--- src/rtl/trigger_register.sv ---
// WIDTH-bit register built from T/D trigger cells: hold, load, masked toggle,
// up/down count, shift left/right and clear, selected per clock edge.
//
// Ports:
//   Clock    rising-edge clock
//   Reset_n  synchronous active-low reset (Q <= RESET_VAL)
//   En       clock enable; 0 holds Q and Ser_out, drops Carry
//   Mode     operation select (HOLD/LOAD/TOGGLE/UP/DOWN/SHL/SHR/CLEAR)
//   D        parallel load data
//   T        toggle mask, bit i = 1 flips Q[i]
//   Ser_in   serial input for shift modes
//   Q        register state
//   Q_inv    bitwise complement of Q
//   Carry    one-cycle pulse when the counter wraps in either direction
//   Ser_out  bit shifted out by the most recent shift
module trigger_register #(
    parameter int               WIDTH     = 4,
    parameter logic [WIDTH-1:0] RESET_VAL = '0
) (
    input  logic             Clock,
    input  logic             Reset_n,
    input  logic             En,
    input  logic [2:0]       Mode,
    input  logic [WIDTH-1:0] D,
    input  logic [WIDTH-1:0] T,
    input  logic             Ser_in,
    output logic [WIDTH-1:0] Q,
    output logic [WIDTH-1:0] Q_inv,
    output logic             Carry,
    output logic             Ser_out
);

    typedef enum logic [2:0] {
        M_HOLD   = 3'b000,
        M_LOAD   = 3'b001,
        M_TOGGLE = 3'b010,
        M_UP     = 3'b011,
        M_DOWN   = 3'b100,
        M_SHL    = 3'b101,
        M_SHR    = 3'b110,
        M_CLEAR  = 3'b111
    } mode_t;

    localparam logic [WIDTH-1:0] ALL_ONES = '1;
    localparam logic [WIDTH-1:0] ONE      = WIDTH'(1);

    // Complement is derived from Q so both always change on the same edge.
    assign Q_inv = ~Q;

    always_ff @(posedge Clock) begin
        if (!Reset_n) begin
            Q       <= RESET_VAL;
            Carry   <= 1'b0;
            Ser_out <= 1'b0;
        end else if (!En) begin
            Carry <= 1'b0;
        end else begin
            // Carry is a pulse: any edge that is not a wrap clears it.
            Carry <= 1'b0;
            unique case (mode_t'(Mode))
                M_HOLD: begin
                    Q <= Q;
                end
                M_LOAD: begin
                    Q <= D;
                end
                M_TOGGLE: begin
                    Q <= Q ^ T;
                end
                M_UP: begin
                    Q     <= Q + ONE;
                    Carry <= (Q == ALL_ONES);
                end
                M_DOWN: begin
                    Q     <= Q - ONE;
                    Carry <= (Q == '0);
                end
                M_SHL: begin
                    Q       <= {Q[WIDTH-2:0], Ser_in};
                    Ser_out <= Q[WIDTH-1];
                end
                M_SHR: begin
                    Q       <= {Ser_in, Q[WIDTH-1:1]};
                    Ser_out <= Q[0];
                end
                M_CLEAR: begin
                    Q <= '0;
                end
            endcase
        end
    end

endmodule

--- config.mk ---
export PLATFORM = sky130hd
export DESIGN_NAME = trigger_register
export DESIGN_NICKNAME = d
export VERILOG_FILES = /design/src/rtl/trigger_register.sv
export SDC_FILE = /design/constraint.sdc
export NUM_CORES = 1
export LEC_CHECK = 0
export BUFFER_PORTS_ARGS = -buffer_cell sky130_fd_sc_hd__buf_2
export CAP_MARGIN = 20
export CELL_PAD_IN_SITES_DETAIL_PLACEMENT = 0
export CELL_PAD_IN_SITES_GLOBAL_PLACEMENT = 1
export CORE_MARGIN = 5
export CORE_UTILIZATION = 34
export DETAILED_ROUTE_END_ITERATION = 6
export PLACE_DENSITY_LB_ADDON = 0.1
export SLEW_MARGIN = 20
export SYNTH_ARGS = -nofsm -noshare
export SYNTH_HDL_FRONTEND = slang
export SYNTH_SLANG_ARGS = --single-unit
--- constraint.sdc ---
create_clock -name Clock -period 2.49 [get_ports Clock]
set_input_delay 0.3735 -clock Clock [delete_from_list [all_inputs] [get_ports Clock]]
set_output_delay 0.3735 -clock Clock [all_outputs]
set_load 0.005 [all_outputs]
==> reports/qor.yml <==
synth_fp_nets: 104
die_w_um: 52.4
post_cts_buffers: 0
chipHeight_um: 52.4
setup_violations: 0
final_cell_mix: "buf_2, nand2_1, a21oi_1, o21ai_0, dfxtp_1"
grt_max_degree: 19
drtIter0Drc: 11
worst-r2r-cell-count: 8
ir_worst_vdd_v: 0.000267
hold_buffers: 0
synth_cell_types: 30
hpwl_um: 1290
hold_path_class: "in -> reg"
maxCapViolations: 0
cts_tree: "yes"
cp_max_fo: 18
tightest_slew_ps: 397
synth-simple-area-share: 0.232
hold_end: "Carry"
synth_top_family_by_area: "compound AO/OA/AOI/OAI gates"
status: "complete, no violations"
r2r_end: "Q[2]"
placement.io_buffers: 24
place_congestion: 0.759
ys_ff_latch: 6
io_pins: 25
pwr_density_cell_nw_per_um2: 408
power_leakage_nw: 0.320
synth_compound_area_frac: 0.305
relSlewSlack: 0.735
grt-ovfl-total: 0
period_share: 0.754
drive_gt1_frac: 0.266
gr-usage-all-layers: 0.136
antenna_found_initial: 0
fin_cells: 134
cts_buffer_depth: 2
fmaxAchievable_ghz: 0.533
cts.sinks: 6
slowest_delay_ps: 410
slew_viol_final: 0
dr.pass1.iters: 4
skew_ps: 2.38
clkTransAtPathRegs_ps: 40
critPathRequiredTime_ps: 2660
layout_min_cycle_time_ps: 1880
r2r_slack_ps: 800
cp-start-kind: "input pin"
ctsResizeCount: 0
start_util: 0.358
tns_ps: 0
coreArea_um2: 1710
cp-end-kind: "flip-flop"
grt_pass1_wl_um: 2770
critPathArrivalTime_ps: 2040
r2r_start: "Q[1]"
synthXorXnorAreaFrac: 0.0717
postSynthAreaPerCell_um2: 6.94
dp_cells: 131
numCtsBuffers: 3
cts-root-buf: "clkbuf_4"
hold_violations: 0
die-area_um2: 2740
synth_mux_area_frac: 0.0656
hold_start: "En"
n_fill_cell: 191
crit_type: "in -> reg"
syn_inst: 88
drt-total-wl_um: 1690
netlist_area_um2: 611
dr_total_vias: 691
routedWlPerCell_um: 12.6
final_common_cell: "buf_2"
cp_cell_sequence: "buf_2 > nor3b_1 > xnor2_1 > ha_1 > nor3_1 > a21oi_1 > o21ai_0 > nand3b_1 > a31oi_1"
vias_per_cell: 5.16
clock_latency_ps: 250
finalNetCount: 127
holdWs_ps: 401
grt_setup_unrepaired: "no"
grt_pass1_vias: 630
worst_path_max_delay_cell: "nor3b_1"
n_antenna_cell: 0
syn_to_final_growth_pct: 22.5
ys_seq_area_frac: 0.197
drc: 0
htree_levels: 1
synthAdderAreaFrac: 0.0205
postRouteAntennaNets: 0
min_path_cells: 3
rows: 15
yosys_warnings: 0
## worst max-delay path, delay by kind of cell
| family | cells | cell delay [ps] |
|---|---|---|
| AO/OA/AOI/OAI | 3 | 400 |
| AND/OR/NAND/NOR | 3 | 640 |
| XOR/XNOR | 1 | 130 |
| buffers and inverters | 1 | 270 |
| adder cells (fa/ha/maj) | 1 | 230 |
## where the power goes
group	internal [mW]	leakage [nW]	switching (mW)
Sequential	0.102	0.0491	0.0116
Clock	0.0545	0.0138	0.0356
Combinational	0.0472	0.257	0.0544
## how the worst max path moves through the flow
stage             from    to  cells past startpoint  slack [ps]
6_report       Mode[2]  Q[2]                      9         610
5_1_grt        Mode[2]  Q[1]                      8         490
4_1_cts        Mode[2]  Q[1]                      8         610
3_5_place_dp   Mode[2]  Q[1]                      8         370
3_3_place_gp   Mode[2]  Q[1]                      8         410
2_1_floorplan  Mode[0]  Q[1]                      8         750
## sequential cells by signal, summed over array words and instances (netlist names)
signal / flops
Carry: 1
Q: 4
Ser_out: 1
## area by class of cell
type / count / area, um2 / area share
clock buffers: 3 / 22.5 / 0.0301
multi-input cells: 70 / 424 / 0.567
flip-flops and latches: 6 / 120 / 0.161
repair buffers: 26 / 135 / 0.181
well taps: 25 / 31.3 / 0.0418
inverters: 4 / 15.0 / 0.0201
## cell families (layout without fill, tap and decap cells)
| kind of cell | after synthesis | count (layout) |
|---|---|---|
| AOI/OAI and AO/OA | 30 | 30 |
| xor gates and xnor gates | 5 | 5 |
| adders and majority gates | 1 | 1 |
| buffers and inverters | 12 | 33 |
| DFF | 6 | 6 |
| muxes | 4 | 4 |
| and+or+nand+nor | 30 | 30 |
## synth_stat cells
master	n	area [um2]
a211o_1	1	8.76
a211oi_1	1	7.51
a21oi_1	8	40.0
a31oi_1	2	12.5
and2_1	1	6.26
buf_2	5	25.0
buf_4	2	15.0
buf_6	1	11.3
dfxtp_1	6	120
ha_1	1	12.5
inv_1	4	15.0
mux2i_1	4	40.0
nand2_1	15	56.3
nand3_1	1	5.00
nand3b_1	1	7.51
nor2_1	3	11.3
nor2b_1	3	18.8
nor3_1	4	20.0
nor3b_1	1	7.51
o2111ai_1	1	8.76
o211ai_1	2	15.0
o21a_1	2	15.0
o21ai_0	8	40.0
o22ai_1	1	6.26
o311ai_0	1	8.76
o31a_1	1	8.76
o31ai_1	2	15.0
or3b_1	1	8.76
xnor2_1	2	17.5
xor2_1	3	26.3
## metal layers
| metal | global-route usage | vias to the layer above | wire [um] | share of wire |
|---|---|---|---|---|
| li1 | - | 359 | - | - |
| met1 | 0.177 | 305 | 784 | 0.46 |
| met2 | 0.205 | 25 | 769 | 0.45 |
| met3 | 0.0541 | 2 | 123 | 0.073 |
| met4 | 0.0426 | 0 | 17 | 0.010 |
| met5 | 0 | - | 0 | 0 |
## stage by stage
step | total power, mW | instance area, um2 | setup slack, ps | util
floorplan | 0.184 | 611 | 749 | -
global placement | 0.218 | 726 | 406 | 0.425
detailed placement | 0.217 | 726 | 370 | 0.425
CTS | 0.310 | 748 | 612 | 0.438
global route | 0.332 | 748 | 489 | 0.438
finish | 0.306 | 748 | 613 | 0.438
No activity file was read; power rests on OpenSTA's default activity.
